[config.mk]
export PLATFORM = sky130hd
export DESIGN_NAME = conv_seq_ctrl_flat
export DESIGN_NICKNAME = d
export VERILOG_FILES = /design/src/rtl/conv_pkg.sv /design/src/rtl/conv_seq_ctrl_if.sv /design/src/rtl/conv_addr_cnt.sv /design/src/rtl/conv_seq_ctrl.sv /design/src/flat_wrapper.sv
export SDC_FILE = /design/constraint.sdc
export NUM_CORES = 1
export LEC_CHECK = 0
export BUFFER_PORTS_ARGS = -buffer_cell sky130_fd_sc_hd__buf_2
export CAP_MARGIN = 20
export CORE_MARGIN = 3
export CORE_UTILIZATION = 39
export CTS_CLUSTER_DIAMETER = 100
export CTS_CLUSTER_SIZE = 40
export DETAILED_ROUTE_END_ITERATION = 16
export PLACE_DENSITY = 0.64
export SETUP_SLACK_MARGIN = 0.5
export SLEW_MARGIN = 20
export SYNTH_ARGS = -nofsm -noshare
export SYNTH_HDL_FRONTEND = slang
export SYNTH_SLANG_ARGS = --single-unit
export TNS_END_PERCENT = 1
[constraint.sdc]
create_clock -name clk -period 1.7 [get_ports clk]
set_input_delay 0.425 -clock clk [delete_from_list [all_inputs] [get_ports clk]]
set_output_delay 0.425 -clock clk [all_outputs]
set_load 0.02 [all_outputs]
[src/rtl/conv_pkg.sv]
// Shared types and geometry helpers for the convolution sequencer.
// The state enum is used by the FSM. The helper functions derive the image
// geometry from the line-buffer parameter P and the row count ROWS:
//   row_len : pixels per image row (P+1)
//   npix    : pixels per frame
//   nout    : valid 3x3 windows per frame
package conv_pkg;

    typedef enum logic [2:0] {
        IDLE,
        CLEAR,
        FILL,
        READ,
        DRAIN,
        DONE
    } state_t;

    function automatic int row_len(input int p);
        return p + 1;
    endfunction

    function automatic int npix(input int p, input int rows);
        return (p + 1) * rows;
    endfunction

    function automatic int nout(input int p, input int rows);
        return (rows - 2) * (p - 1);
    endfunction

    localparam int P_DEF    = 5;
    localparam int ROWS_DEF = 6;
    localparam int ROW      = row_len(P_DEF);
    localparam int NPIX     = npix(P_DEF, ROWS_DEF);
    localparam int NOUT     = nout(P_DEF, ROWS_DEF);

endpackage

[src/rtl/conv_seq_ctrl_if.sv]
// Bundle between the sequencer, the system side and the convolution datapath.
// Ports carried:
//   start, kernel_we, in_valid, full, out_ready : driven by system/datapath
//   in_ready, out_valid, busy, done             : handshake/status from controller
//   load, sh, selpix, sel0, init0,
//   wr_inram, rd_inram, pixadr[M-1:0]           : datapath controls from controller
// master = system/datapath side, slave = sequencer.
interface conv_seq_ctrl_if #(
    parameter int M = 6
);
    logic         start;
    logic         kernel_we;
    logic         in_valid;
    logic         in_ready;
    logic         full;
    logic         out_ready;
    logic         out_valid;
    logic         busy;
    logic         done;
    logic         load;
    logic         sh;
    logic         selpix;
    logic         sel0;
    logic         init0;
    logic         wr_inram;
    logic         rd_inram;
    logic [M-1:0] pixadr;

    modport master (
        output start, kernel_we, in_valid, full, out_ready,
        input  in_ready, out_valid, busy, done,
        input  load, sh, selpix, sel0, init0, wr_inram, rd_inram, pixadr
    );

    modport slave (
        input  start, kernel_we, in_valid, full, out_ready,
        output in_ready, out_valid, busy, done,
        output load, sh, selpix, sel0, init0, wr_inram, rd_inram, pixadr
    );
endinterface

[src/rtl/conv_addr_cnt.sv]
// Pixel counter shared by the FILL and READ phases.
// Ports:
//   clk, rst : clock, async active-high reset
//   clr      : synchronous clear of k and col (priority over inc)
//   inc      : advance k by one, col wraps ROW-1 -> 0
//   k        : current pixel index (also the RAM address)
//   last     : k is the final pixel of the frame
//   win_ok   : shifting pixel k completes a valid 3x3 window
module conv_addr_cnt
    import conv_pkg::*;
#(
    parameter int M    = 6,
    parameter int P    = 5,
    parameter int ROWS = 6
) (
    input  logic         clk,
    input  logic         rst,
    input  logic         clr,
    input  logic         inc,
    output logic [M-1:0] k,
    output logic         last,
    output logic         win_ok
);
    localparam int RL  = row_len(P);
    localparam int NP  = npix(P, ROWS);
    localparam int CW  = (RL > 2) ? $clog2(RL) : 2;

    // col mirrors k mod ROW so the window test needs no divider.
    logic [CW-1:0] col;

    always_ff @(posedge clk or posedge rst) begin
        if (rst) begin
            k   <= '0;
            col <= '0;
        end else if (clr) begin
            k   <= '0;
            col <= '0;
        end else if (inc) begin
            k   <= k + M'(1);
            col <= (col == CW'(RL - 1)) ? '0 : col + CW'(1);
        end
    end

    assign last   = (k == M'(NP - 1));
    // Two full rows plus two pixels must be in the chain, and the window
    // must not straddle a row end.
    assign win_ok = (k >= M'(2 * RL + 2)) && (col >= CW'(2));

endmodule

[src/rtl/conv_seq_ctrl.sv]
// Sequencing FSM for the 9-multiplier convolution datapath.
// Loads the image into pixel RAM, replays it through the tap chain and flags
// each valid 3x3 window result with out_valid/out_ready backpressure.
// Ports:
//   clk, rst : clock, async active-high reset
//   bus      : conv_seq_ctrl_if slave view (handshakes, status, datapath controls)
//
// state | meaning
// IDLE  | waiting for start; kernel_we passes straight to load
// CLEAR | one cycle, zero the tap chain, reset pixel counter
// FILL  | accept streamed pixels into RAM at addresses 0..NPIX-1
// READ  | replay RAM through the chain, one pixel per advancing cycle
// DRAIN | all pixels shifted, wait for the last window to be taken
// DONE  | one-cycle done pulse
module conv_seq_ctrl
    import conv_pkg::*;
#(
    parameter int N    = 8,
    parameter int M    = 6,
    parameter int P    = 5,
    parameter int ROWS = 6
) (
    input  logic clk,
    input  logic rst,
    conv_seq_ctrl_if.slave bus
);
    if (N < 1 || npix(P, ROWS) > (1 << M)) begin : g_cfg_err
        $error("conv_seq_ctrl: image does not fit pixel RAM or N invalid");
    end

    state_t       state, state_d;
    logic         ov_q, ov_d;
    logic         cnt_clr, cnt_inc;
    logic [M-1:0] k;
    logic         last, win_ok;
    logic         accept, adv;

    conv_addr_cnt #(
        .M   (M),
        .P   (P),
        .ROWS(ROWS)
    ) u_cnt (
        .clk   (clk),
        .rst   (rst),
        .clr   (cnt_clr),
        .inc   (cnt_inc),
        .k     (k),
        .last  (last),
        .win_ok(win_ok)
    );

    always_ff @(posedge clk or posedge rst) begin
        if (rst) begin
            state <= IDLE;
            ov_q  <= 1'b0;
        end else begin
            state <= state_d;
            ov_q  <= ov_d;
        end
    end

    assign accept = bus.in_valid && !bus.full;
    // A presented but unaccepted window freezes the chain.
    assign adv    = !(ov_q && !bus.out_ready);

    always_comb begin
        state_d      = state;
        ov_d         = ov_q;
        cnt_clr      = 1'b0;
        cnt_inc      = 1'b0;
        bus.load     = 1'b0;
        bus.sh       = 1'b0;
        bus.selpix   = 1'b0;
        bus.sel0     = 1'b0;
        bus.init0    = 1'b0;
        bus.wr_inram = 1'b0;
        bus.rd_inram = 1'b0;
        bus.in_ready = 1'b0;
        bus.done     = 1'b0;
        bus.pixadr   = '0;
        case (state)
            IDLE: begin
                bus.load = bus.kernel_we;
                if (bus.start) state_d = CLEAR;
            end
            CLEAR: begin
                bus.init0 = 1'b1;
                bus.sel0  = 1'b1;
                cnt_clr   = 1'b1;
                ov_d      = 1'b0;
                state_d   = FILL;
            end
            FILL: begin
                bus.in_ready = !bus.full;
                bus.pixadr   = k;
                if (accept) begin
                    bus.wr_inram = 1'b1;
                    if (last) begin
                        cnt_clr = 1'b1;
                        state_d = READ;
                    end else begin
                        cnt_inc = 1'b1;
                    end
                end
            end
            READ: begin
                bus.selpix = 1'b1;
                bus.pixadr = k;
                if (adv) begin
                    bus.rd_inram = 1'b1;
                    bus.sh       = 1'b1;
                    ov_d         = win_ok;
                    if (last) begin
                        cnt_clr = 1'b1;
                        state_d = DRAIN;
                    end else begin
                        cnt_inc = 1'b1;
                    end
                end
            end
            DRAIN: begin
                if (adv) begin
                    ov_d    = 1'b0;
                    state_d = DONE;
                end
            end
            DONE: begin
                bus.done = 1'b1;
                state_d  = IDLE;
            end
            default: state_d = IDLE;
        endcase
    end

    assign bus.out_valid = ov_q;
    assign bus.busy      = (state != IDLE);

endmodule

[src/flat_wrapper.sv]
// flat-port wrapper written by rule: the top's interface ports become plain ports
module conv_seq_ctrl_flat import conv_pkg::*;
#(
    parameter int N    = 8,
    parameter int M    = 6,
    parameter int P    = 5,
    parameter int ROWS = 6
)
  (clk, rst, bus_start, bus_kernel_we, bus_in_valid, bus_full, bus_out_ready, bus_in_ready, bus_out_valid, bus_busy, bus_done, bus_load, bus_sh, bus_selpix, bus_sel0, bus_init0, bus_wr_inram, bus_rd_inram, bus_pixadr);
  conv_seq_ctrl_if #(.M(M)) bus_i ();
  input  logic clk;
  input  logic rst;
  input wire logic [$bits(bus_i.start)-1:0] bus_start;
  input wire logic [$bits(bus_i.kernel_we)-1:0] bus_kernel_we;
  input wire logic [$bits(bus_i.in_valid)-1:0] bus_in_valid;
  input wire logic [$bits(bus_i.full)-1:0] bus_full;
  input wire logic [$bits(bus_i.out_ready)-1:0] bus_out_ready;
  output wire logic [$bits(bus_i.in_ready)-1:0] bus_in_ready;
  output wire logic [$bits(bus_i.out_valid)-1:0] bus_out_valid;
  output wire logic [$bits(bus_i.busy)-1:0] bus_busy;
  output wire logic [$bits(bus_i.done)-1:0] bus_done;
  output wire logic [$bits(bus_i.load)-1:0] bus_load;
  output wire logic [$bits(bus_i.sh)-1:0] bus_sh;
  output wire logic [$bits(bus_i.selpix)-1:0] bus_selpix;
  output wire logic [$bits(bus_i.sel0)-1:0] bus_sel0;
  output wire logic [$bits(bus_i.init0)-1:0] bus_init0;
  output wire logic [$bits(bus_i.wr_inram)-1:0] bus_wr_inram;
  output wire logic [$bits(bus_i.rd_inram)-1:0] bus_rd_inram;
  output wire logic [$bits(bus_i.pixadr)-1:0] bus_pixadr;
  assign bus_i.start = bus_start;
  assign bus_i.kernel_we = bus_kernel_we;
  assign bus_i.in_valid = bus_in_valid;
  assign bus_i.full = bus_full;
  assign bus_i.out_ready = bus_out_ready;
  assign bus_in_ready = bus_i.in_ready;
  assign bus_out_valid = bus_i.out_valid;
  assign bus_busy = bus_i.busy;
  assign bus_done = bus_i.done;
  assign bus_load = bus_i.load;
  assign bus_sh = bus_i.sh;
  assign bus_selpix = bus_i.selpix;
  assign bus_sel0 = bus_i.sel0;
  assign bus_init0 = bus_i.init0;
  assign bus_wr_inram = bus_i.wr_inram;
  assign bus_rd_inram = bus_i.rd_inram;
  assign bus_pixadr = bus_i.pixadr;
  conv_seq_ctrl #(.N(N), .M(M), .P(P), .ROWS(ROWS)) u_core (.clk(clk), .rst(rst), .bus(bus_i));
endmodule
==> reports/metrics.cfg <==
[synthesis]
synthCells=102
synth_commonest_cells=dfrtp_1 (13), o21ai_0 (9), nor2_1 (8), a21oi_1 (7), and2_1 (7)
ys.flop_type=dfrtp_1
yosysSeqAreaShare_pct=36.0
synth_top_family_by_area=simple AND/OR/NAND/NOR gates
synthDistinctLibCells=42
synth_adder_area_share_pct=2.77
synthArstFlopShare_pct=100
synth_area_leader_cell=dfrtp_1
yosys.area_share.simple_pct=32.0
synth.ff_latch_count=13
syn_area_per_cell_um2=8.86
synth_xor_xnor_area_share_pct=1.94
muxShareOfSynthArea_pct=0
synthesis.nets=111
netlist_area_um2=903
synth_compound_area_share_pct=20.1
post-synth-top-count-cell=dfrtp_1
netlist.area_leader.share_pct=36.0
synth_edf_count=0
ys_warn_count=0
synth_area_leaders=dfrtp_1 (36%), o21ai_0 (5.0%), and2_1 (4.8%), a21oi_1 (3.9%), nor2_1 (3.3%)

[timing]
timing.fmax_mhz=543
slew_headroom_pct=64.3
setup_slack_ps=-143
hold_viol=0
tightest_slew_ps=535
rsz0062_at_grt=true
maxSlewViolCount=0
whs_ps=159
period_share_pct=108
skew_ps=7.36
setup_viol=19
fin_crit_ps=1840

[run_status]
status=complete, but fails checks
violations=setup timing

[placed_design]
preCtsSetupSlack_ps=-76.3
gp_congestion=0.814
dp_cells=158
dpl_cell_area_um2=1100
io_buffers=23
dp_hpwl_mm=1.67

[power_and_ir_drop]
ir_worst_vdd_mv=1.07
p_leak_nw=0.565
swShare_pct=44.6
p_int_mw=1.29
seq_power_share_pct=25.9
switching_power_mw=1.04
power_density_nw_per_um2=1790
power_mw=2.33
power_frac_comb_pct=65.5
clkPwrFrac_pct=8.6

[detailed_routing]
dr.pass1.iters=4
drcViolationCount=0
ant_nets=0
vias=908
wire_per_inst_um=15.4
drt_iter0_drc=17
avgViaCountPerCell=5.44
routed_wl_mm=2.57

[floorplanning]
fp-row-count=16
initial_core_util_pct=43.4
core_um2=2080
die_h_um=54.1
die_x_um=54.1
die-area_um2=2930
pin_count=24

[cts]
cts.path.max_buffers=2
clkLatencyLatePin_ps=290
holdBufCountCts=0
clkSinkCount=13
numCtsBuffers=3
clkTransAtPathRegs_ps=90
htreeDepth=1
clock_tree.root_cell=clkbuf_4
cts_tree=yes

[cells_and_area]
syn_to_final_growth_pct=44.3
fin_nets=150
design_area_um2=1300
num_antenna_cells=0
drive_gt1_share_pct=50.0
final_cell_count_no_fill=167

[grt]
grt_pass1_wl_mm=3.88
grt_start_max_net_pins=14
grt-ovfl-total=0
first_global_vias=853
grt_use_total_pct=18.9
antenna_found_initial=0

[setup_path]
crit_path_top_delay_cell=dfrtp_2
path_max_fanout=7
cp-start-kind=flop
crit_type=reg -> out
crit_required_ps=1270
end_kind=output port
slowest_delay_ps=470
critPathArrivalTime_ps=1420
crit_chain=and2b_2 -> nand2_4 -> nor2_2 -> buf_4
r2r_cells=6

[hold_path]
hold_path.class=in -> async

[job]
drv_cap=0

[registers in the layout (all words and copies together) (netlist names)]
register,count
u_core.u_cnt.k,6
u_core.state,3
u_core.u_cnt.col,3
u_core.bus.out_valid,1
[repair_timing]
item                                    in CTS  in global routing
setup buffers                                5                  0
endpoints found under the hold margin        0                  0
pin swaps                                   13                  5
endpoints found under the setup margin      30                 30
resized for setup                           37                 12
[layout by cell type, fill, tap and decap left out, types with 2 or more instances in the layout]
master,instances
a21oi_2,5
nor2_2,3
dfrtp_1,10
buf_2,9
nor2b_1,2
buf_4,23
and2b_2,2
inv_2,2
a21oi_1,2
dfrtp_2,3
or3_1,3
nand3b_1,3
nand2_1,2
buf_6,8
xnor2_1,2
or2b_1,2
inv_1,4
nand4_1,3
and2_1,7
o21ai_0,8
nor2_1,4
clkbuf_4,3
[metrics by stage]
| stage | util [%] | TNS (ps) |
|---|---|---|
| after global placement | 52.8 | -52.3 |
| final | 62.6 | -1340 |
| after floorplan | - | -462 |
| after CTS | 60.5 | -1140 |
| after global routing | 62.6 | -2880 |
| after detailed placement | 52.8 | -315 |
[layout make-up]
type / count / area (um2)
tap: 27 / 33.8
fill: 180 / 778
clock buffer: 4 / 26.3
multi-input combinational: 77 / 584
inverter: 6 / 22.5
timing repair buffer: 40 / 308
sequential: 13 / 329
[kinds of logic after synthesis]
family | count (synthesis)
xor+xnor | 2
fa+ha+maj | 2
simple gates | 45
buf+inv | 12
flops | 13
compound gates | 28
[layer usage]
| metal | routed length [um] | track usage, % | vias up |
|---|---|---|---|
| met1 | 1090 | 24.1 | 434 |
| met2 | 1330 | 30.7 | 25 |
| met3 | 119 | 5.82 | 10 |
| met4 | 43 | 4.98 | 0 |
| li1 | - | - | 439 |
| met5 | 0 | 0 | - |
[worst max-delay path, delay by kind of cell (launching register included)]
family	cells	cell delay, ps
buffers and inverters	1	170
flip-flops	1	470
AND/OR/NAND/NOR	3	480
[power by group through the flow]
stage	clock network, mW	logic [mW]	registers [mW]
finish	0.201	1.52	0.603
global route	0.226	1.66	0.619
CTS	0.202	1.45	0.584
detailed placement	0	1.21	0.582
global placement	0	1.19	0.575
floorplan	0	0.848	0.551
[worst paths after layout]
kind / start / endpoint / slack (ps)
setup / recovery: u_core.state[2] / bus_rd_inram / -140
hold / removal: rst / u_core.u_cnt.col[2] / 160
setup reg to reg: u_core.state[0] / u_core.u_cnt.k[3] / -70
hold reg to reg: u_core.u_cnt.col[0] / u_core.u_cnt.col[1] / 560
max in group asynchronous: rst / u_core.state[0] / 1160
min in group clk: u_core.u_cnt.col[0] / u_core.u_cnt.col[1] / 560
Note: power is estimated with default switching activity, not from simulation.
